--- src/rtl/multicycle_sequencer_if.sv ---
// rtl/multicycle_sequencer_if.sv - control/handshake bundle between the sequencer and the shared datapath
//
// master : the sequencer. Reads opcode, decoder indications and mem_ready;
//          drives memory request, register enables and status.
// slave  : the datapath/memory side, the mirror image of master.
interface multicycle_sequencer_if #(
    parameter int INSTRET_WIDTH = 64
) ();
    logic [6:0]               opcode;
    logic                     dec_we_memory;
    logic                     dec_we_gpr;
    logic                     mem_ready;
    logic                     mem_req;
    logic                     mem_we;
    logic                     mem_addr_sel;
    logic                     ir_we;
    logic                     opnd_we;
    logic                     alu_res_we;
    logic                     gpr_we;
    logic                     pc_we;
    logic [2:0]               state;
    logic                     busy;
    logic                     illegal;
    logic                     mem_fault;
    logic [INSTRET_WIDTH-1:0] instret;

    modport master (
        input  opcode, dec_we_memory, dec_we_gpr, mem_ready,
        output mem_req, mem_we, mem_addr_sel, ir_we, opnd_we, alu_res_we,
               gpr_we, pc_we, state, busy, illegal, mem_fault, instret
    );

    modport slave (
        output opcode, dec_we_memory, dec_we_gpr, mem_ready,
        input  mem_req, mem_we, mem_addr_sel, ir_we, opnd_we, alu_res_we,
               gpr_we, pc_we, state, busy, illegal, mem_fault, instret
    );
endinterface

--- src/rtl/multicycle_sequencer.sv ---
// rtl/multicycle_sequencer.sv - FSM sequencing fetch/decode/execute/memory/writeback of a multi-cycle RV64I core
//
// Ports:
//   i_clk  : core clock
//   i_rst  : synchronous active-high reset
//   bus    : master side of multicycle_sequencer_if (opcode, decoder hints,
//            memory handshake, register enables, state/busy/illegal/
//            mem_fault status, retired-instruction counter)
module multicycle_sequencer #(
    parameter int MEM_TIMEOUT   = 16,
    parameter int INSTRET_WIDTH = 64
) (
    input  logic                        i_clk,
    input  logic                        i_rst,
    multicycle_sequencer_if.master      bus
);

    typedef enum logic [2:0] {
        S_FETCH     = 3'd0,
        S_DECODE    = 3'd1,
        S_EXECUTE   = 3'd2,
        S_MEMORY    = 3'd3,
        S_WRITEBACK = 3'd4,
        S_HALT      = 3'd7
    } state_t;

    localparam logic [6:0] OP_LUI       = 7'b0110111;
    localparam logic [6:0] OP_AUIPC     = 7'b0010111;
    localparam logic [6:0] OP_JAL       = 7'b1101111;
    localparam logic [6:0] OP_JALR      = 7'b1100111;
    localparam logic [6:0] OP_LOAD      = 7'b0000011;
    localparam logic [6:0] OP_STORE     = 7'b0100011;
    localparam logic [6:0] OP_BRANCH    = 7'b1100011;
    localparam logic [6:0] OP_OPIMM     = 7'b0010011;
    localparam logic [6:0] OP_OP        = 7'b0110011;
    localparam logic [6:0] OP_OPIMM32   = 7'b0011011;
    localparam logic [6:0] OP_OP32      = 7'b0111011;

    // Last counter value before the request has waited MEM_TIMEOUT cycles.
    localparam logic [7:0] WAIT_LAST = 8'(MEM_TIMEOUT - 1);

    state_t                   r_state;
    state_t                   w_next;
    logic [7:0]               r_wait_cnt;
    logic [INSTRET_WIDTH-1:0] r_instret;
    logic                     r_illegal;
    logic                     r_mem_fault;

    logic w_mem_req;
    logic w_mem_we;
    logic w_mem_addr_sel;
    logic w_ir_we;
    logic w_opnd_we;
    logic w_alu_res_we;
    logic w_gpr_we;
    logic w_pc_we;
    logic w_set_illegal;
    logic w_set_fault;
    logic w_legal;
    logic w_timed_out;

    always_comb begin
        w_legal = 1'b0;
        case (bus.opcode)
            OP_LUI, OP_AUIPC, OP_JAL, OP_JALR, OP_LOAD, OP_STORE,
            OP_BRANCH, OP_OPIMM, OP_OP, OP_OPIMM32, OP_OP32: w_legal = 1'b1;
            default: w_legal = 1'b0;
        endcase
    end

    // Only meaningful while a request is outstanding; ready in the same
    // cycle takes priority because it is checked first below.
    assign w_timed_out = (r_wait_cnt == WAIT_LAST);

    always_comb begin
        w_next         = r_state;
        w_mem_req      = 1'b0;
        w_mem_we       = 1'b0;
        w_mem_addr_sel = 1'b0;
        w_ir_we        = 1'b0;
        w_opnd_we      = 1'b0;
        w_alu_res_we   = 1'b0;
        w_gpr_we       = 1'b0;
        w_pc_we        = 1'b0;
        w_set_illegal  = 1'b0;
        w_set_fault    = 1'b0;
        case (r_state)
            S_FETCH: begin
                w_mem_req = 1'b1;
                if (bus.mem_ready) begin
                    w_ir_we = 1'b1;
                    w_next  = S_DECODE;
                end else if (w_timed_out) begin
                    w_set_fault = 1'b1;
                    w_next      = S_HALT;
                end
            end
            S_DECODE: begin
                w_opnd_we = 1'b1;
                if (w_legal) begin
                    w_next = S_EXECUTE;
                end else begin
                    w_set_illegal = 1'b1;
                    w_next        = S_HALT;
                end
            end
            S_EXECUTE: begin
                w_alu_res_we = 1'b1;
                if (bus.opcode == OP_LOAD || bus.opcode == OP_STORE) begin
                    w_next = S_MEMORY;
                end else if (bus.opcode == OP_BRANCH) begin
                    w_pc_we = 1'b1;
                    w_next  = S_FETCH;
                end else begin
                    w_next = S_WRITEBACK;
                end
            end
            S_MEMORY: begin
                w_mem_req      = 1'b1;
                w_mem_addr_sel = 1'b1;
                w_mem_we       = bus.dec_we_memory;
                if (bus.mem_ready) begin
                    if (bus.opcode == OP_STORE) begin
                        w_pc_we = 1'b1;
                        w_next  = S_FETCH;
                    end else begin
                        w_next = S_WRITEBACK;
                    end
                end else if (w_timed_out) begin
                    w_set_fault = 1'b1;
                    w_next      = S_HALT;
                end
            end
            S_WRITEBACK: begin
                w_gpr_we = bus.dec_we_gpr;
                w_pc_we  = 1'b1;
                w_next   = S_FETCH;
            end
            S_HALT: begin
                w_next = S_HALT;
            end
            default: begin
                // Unused encodings recover by refetching.
                w_next = S_FETCH;
            end
        endcase
    end

    always_ff @(posedge i_clk) begin
        if (i_rst) begin
            r_state     <= S_FETCH;
            r_wait_cnt  <= 8'd0;
            r_instret   <= '0;
            r_illegal   <= 1'b0;
            r_mem_fault <= 1'b0;
        end else begin
            r_state <= w_next;
            if (w_next != r_state) begin
                r_wait_cnt <= 8'd0;
            end else if (w_mem_req && !bus.mem_ready) begin
                r_wait_cnt <= r_wait_cnt + 8'd1;
            end
            // pc_we marks the final cycle of every retiring instruction.
            if (w_pc_we) begin
                r_instret <= r_instret + INSTRET_WIDTH'(1);
            end
            if (w_set_illegal) begin
                r_illegal <= 1'b1;
            end
            if (w_set_fault) begin
                r_mem_fault <= 1'b1;
            end
        end
    end

    assign bus.mem_req      = w_mem_req;
    assign bus.mem_we       = w_mem_we;
    assign bus.mem_addr_sel = w_mem_addr_sel;
    assign bus.ir_we        = w_ir_we;
    assign bus.opnd_we      = w_opnd_we;
    assign bus.alu_res_we   = w_alu_res_we;
    assign bus.gpr_we       = w_gpr_we;
    assign bus.pc_we        = w_pc_we;
    assign bus.state        = r_state;
    assign bus.busy         = (r_state != S_HALT);
    assign bus.illegal      = r_illegal;
    assign bus.mem_fault    = r_mem_fault;
    assign bus.instret      = r_instret;

endmodule
--- src/flat_wrapper.sv ---
// flat-port wrapper written by rule: the top's interface ports become plain ports
module multicycle_sequencer_flat 
#(
    parameter int MEM_TIMEOUT   = 16,
    parameter int INSTRET_WIDTH = 64
)
  (i_clk, i_rst, bus_opcode, bus_dec_we_memory, bus_dec_we_gpr, bus_mem_ready, bus_mem_req, bus_mem_we, bus_mem_addr_sel, bus_ir_we, bus_opnd_we, bus_alu_res_we, bus_gpr_we, bus_pc_we, bus_state, bus_busy, bus_illegal, bus_mem_fault, bus_instret);
  multicycle_sequencer_if #(.INSTRET_WIDTH(INSTRET_WIDTH)) bus_i ();
  input  logic i_clk;
  input  logic i_rst;
  input wire logic [$bits(bus_i.opcode)-1:0] bus_opcode;
  input wire logic [$bits(bus_i.dec_we_memory)-1:0] bus_dec_we_memory;
  input wire logic [$bits(bus_i.dec_we_gpr)-1:0] bus_dec_we_gpr;
  input wire logic [$bits(bus_i.mem_ready)-1:0] bus_mem_ready;
  output wire logic [$bits(bus_i.mem_req)-1:0] bus_mem_req;
  output wire logic [$bits(bus_i.mem_we)-1:0] bus_mem_we;
  output wire logic [$bits(bus_i.mem_addr_sel)-1:0] bus_mem_addr_sel;
  output wire logic [$bits(bus_i.ir_we)-1:0] bus_ir_we;
  output wire logic [$bits(bus_i.opnd_we)-1:0] bus_opnd_we;
  output wire logic [$bits(bus_i.alu_res_we)-1:0] bus_alu_res_we;
  output wire logic [$bits(bus_i.gpr_we)-1:0] bus_gpr_we;
  output wire logic [$bits(bus_i.pc_we)-1:0] bus_pc_we;
  output wire logic [$bits(bus_i.state)-1:0] bus_state;
  output wire logic [$bits(bus_i.busy)-1:0] bus_busy;
  output wire logic [$bits(bus_i.illegal)-1:0] bus_illegal;
  output wire logic [$bits(bus_i.mem_fault)-1:0] bus_mem_fault;
  output wire logic [$bits(bus_i.instret)-1:0] bus_instret;
  assign bus_i.opcode = bus_opcode;
  assign bus_i.dec_we_memory = bus_dec_we_memory;
  assign bus_i.dec_we_gpr = bus_dec_we_gpr;
  assign bus_i.mem_ready = bus_mem_ready;
  assign bus_mem_req = bus_i.mem_req;
  assign bus_mem_we = bus_i.mem_we;
  assign bus_mem_addr_sel = bus_i.mem_addr_sel;
  assign bus_ir_we = bus_i.ir_we;
  assign bus_opnd_we = bus_i.opnd_we;
  assign bus_alu_res_we = bus_i.alu_res_we;
  assign bus_gpr_we = bus_i.gpr_we;
  assign bus_pc_we = bus_i.pc_we;
  assign bus_state = bus_i.state;
  assign bus_busy = bus_i.busy;
  assign bus_illegal = bus_i.illegal;
  assign bus_mem_fault = bus_i.mem_fault;
  assign bus_instret = bus_i.instret;
  multicycle_sequencer #(.MEM_TIMEOUT(MEM_TIMEOUT), .INSTRET_WIDTH(INSTRET_WIDTH)) u_core (.i_clk(i_clk), .i_rst(i_rst), .bus(bus_i));
endmodule
--- config.mk ---
export PLATFORM = sky130hd
export DESIGN_NAME = multicycle_sequencer_flat
export DESIGN_NICKNAME = d
export VERILOG_FILES = /design/src/rtl/multicycle_sequencer_if.sv /design/src/rtl/multicycle_sequencer.sv /design/src/flat_wrapper.sv
export SDC_FILE = /design/constraint.sdc
export NUM_CORES = 1
export LEC_CHECK = 0
export CORE_MARGIN = 2
export CORE_UTILIZATION = 35
export DETAILED_ROUTE_END_ITERATION = 8
export MAX_ROUTING_LAYER = met4
export SYNTH_ARGS = -nofsm -noshare
export SYNTH_HDL_FRONTEND = slang
export SYNTH_SLANG_ARGS = --single-unit
--- constraint.sdc ---
create_clock -name i_clk -period 3.05 [get_ports i_clk]
set_input_delay 0.4575 -clock i_clk [delete_from_list [all_inputs] [get_ports i_clk]]
set_output_delay 0.4575 -clock i_clk [all_outputs]
set_load 0.01 [all_outputs]
==> metrics <==
total grt overflow 0; Syn Inst Count 481; Non-Filler Instances 723; Die ar. 11940 µm²; clk_lat worst skew 0.35 ns; sequential share of the synthesized area 39.75%; post-synthesis average cell area 8.061 µm²; Setup Fix Bufs, Post-CTS 0; # resized after CTS 1; H-tree depth 3; Final Core Density 48.62%; reg2reg end u_core.bus.instret[62]; Switching Fraction 27.60%; Inst Count DP 707; Worst slew margin 60.86%; min-delay worst type reg2reg; R2R Setup Slk 0.42 ns; Int Pwr 1.932 mW; CTS root buffer clkbuf_8; combinational share of power 21.8%; largest net degree at the start of global routing 56; fillcell total 1090; Hold Path Origin u_core.bus.illegal; CP Max Fanout 5; Startpoint Class primary input; ys flop type dfxtp_1; CTS Hold Bufs 0; VDD IR-drop max 0.2043 mV; fin nets 592; Die W 109.3 µm; number of diodes 0; fin crit share 93.76%; PwrDens 506.4 nW/µm²; CTS tree yes; syn nets 495; Max Cap Viol 0; Worst Setup SP bus_opcode[2]; status complete, no violations; worst slew pin tran 0.5832 ns; total track usage 17.79%; clock sink count 77; fin. max-slew vios 0; global-route wire length before repair 16.58 mm; synthesis-to-finish area growth 35.91%; RSZ-0062 raised after global routing no; clock share of power 37.9%; Flop pwr share 40.3%; Final Setup Violations 0; Fmax 349.7 MHz; placer congestion estimate 0.8629; Ys Warns 0; DR iter-0 viols 136; TritonCTS buffer count 9; layout cell share with drive strength beyond 1 7.547%; clock transition at the registers of the reported paths 0.08 ns; number of cell rows 38; DRC Markers 0; WS Path Type in2out; Port Buf Inserts 89; Starting Density 35.77%; r2r startpoint u_core.bus.state[1]; First-pass DRT Iterations 4; initial antenna violation count 0; Syn Std Cell Area 3877 µm²; Final ANT Viol Nets 0; CTS Buffer Depth 2; I/O pin count 90; Sw Pwr 0.7365 mW; CP required 2.59 ns; Worst Hold Path Cells 2; FFs w/ async S/R, synth 0%; Worst Setup End Kind output port; DR vias 3680; Worst Skew 0.01262 ns; vias per cell 5.090; final hold vios 0; DIE HEIGHT 109.3 µm; worst path arrival time 2.40 ns; Reg2Reg Depth 6; leak pwr 1.654 nW; Yosys cell types 49; final WL 9.997 mm; WL/cell 13.83 µm; Min-Delay Endpoint u_core.bus.illegal; Core ar. 10840 µm²; number of global-route vias before repair 3503; EDFF count, synth 0; crit path time final 2.860 ns; DP HPWL 7.118 mm; Yosys reg bits 77
[worst max-delay path by stage]
| stage | to | cells past startpoint |
|---|---|---|
| floorplan | u_core.bus.instret[62] | 7 |
| global placement | u_core.bus.instret[60] | 7 |
| detailed placement | u_core.bus.instret[62] | 7 |
| CTS | bus_pc_we | 6 |
| global route | u_core.bus.instret[60] | 7 |
| finish | bus_pc_we | 6 |
[registers in the layout (all words and copies together), names as in the netlist]
name and flops:
u_core.bus.mem_fault 1, u_core.bus.state 3, u_core.r_wait_cnt 8, u_core.bus.illegal 1, u_core.bus.instret 64
[power by group through the flow]
stage | Combinational (mW) | Sequential, mW | Clock (mW)
6_report | 0.582 | 1.07 | 1.01
5_1_grt | 0.635 | 1.08 | 1.09
4_1_cts | 0.583 | 1.07 | 1.04
3_5_place_dp | 0.583 | 1.10 | 0
3_3_place_gp | 0.574 | 1.10 | 0
2_1_floorplan | 0.326 | 1.09 | 0
[metal layers]
metal | routed length [µm] | GRT usage [%]
met2 | 4674 | 28.88
met5 | 0 | -
met3 | 275 | 2.212
met4 | 141 | 6.058
met1 | 4905 | 22.95
[cell usage after synthesis, drive strengths merged (2+ instances only)]
master,number,area share [%]
a211oi,3,0.58
a21oi,18,2.3
a221oi,4,0.90
and2,2,0.32
and3,8,1.3
and4,3,0.68
buf,4,0.65
clkbuf,20,1.9
dfxtp,77,40
ha,2,0.65
inv,19,1.8
nand2,35,3.4
nand2b,4,0.65
nand3,24,3.1
nand4,15,2.6
nor2,81,7.8
nor3,28,3.6
nor3b,3,0.58
nor4,21,3.4
nor4b,5,1.1
nor4bb,5,1.3
o21ai,7,0.90
o311ai,2,0.45
or2,5,0.81
or3,8,1.3
or4,4,0.87
xnor2,55,12
xor2,5,1.1
[area by class of cell]
cell class	instances	area (µm²)	share of cell area [%]
multi-input combinational	361	2165	41.07
sequential	77	1541	29.25
timing repair buffer	110	1055	20.01
tap	140	175.2	3.324
clock inverter	6	135.1	2.564
clock buffer	10	127.6	2.422
inverter	19	71.32	1.353
[worst max-delay path, cell delays in order]
cell and delay, ns:
clkdlybuf4s50_1 0.48, nand4bb_4 0.25, or4_1 0.57, and3_1 0.27, inv_1 0.09, dlygate4sd2_1 0.29
[layout by cell type (no fill, tap or decap), types with 6 or more instances in the layout]
cell	synthesis	layout
dfxtp_1	77	77
nand3_1	24	24
and3_1	8	8
a21oi_1	18	18
clkdlybuf4s50_1	0	87
nor4_1	21	21
buf_4	0	20
xnor2_1	55	55
nor2_1	81	81
nand4_1	14	14
or3_1	8	8
nor3_1	28	28
inv_1	19	19
o21ai_0	6	6
nand2_1	35	35
clkbuf_8	0	9
[metrics by stage]
stage          TNS [ns]  area [µm²]  hold WS, ns  worst slack, ns  total power [mW]
2_1_floorplan         0        3877       0.4696           0.4377             1.421
3_3_place_gp    -0.6491        5009       0.4392          -0.1393             1.671
3_5_place_dp    -0.9623        5009       0.4408          -0.1832             1.680
4_1_cts               0        5270       0.4536           0.1494             2.692
5_1_grt               0        5270       0.4771          0.04151             2.800
6_report              0        5270       0.4481           0.1903             2.669
[cell families (layout without fill, tap and decap cells)]
logic type / Yosys count / in the layout / share of synthesized area [%]
and+or+nand+nor: 256 / 256 / 34.37
DFF: 77 / 77 / 39.75
xor gates and xnor gates: 60 / 60 / 13.55
buffers and inverters: 43 / 145 / 4.421
AOI/OAI and AO/OA: 41 / 41 / 6.712
adders and majority gates: 2 / 2 / 0.6453
muxes: 2 / 2 / 0.5486
Note: power is estimated with default switching activity, not from simulation.
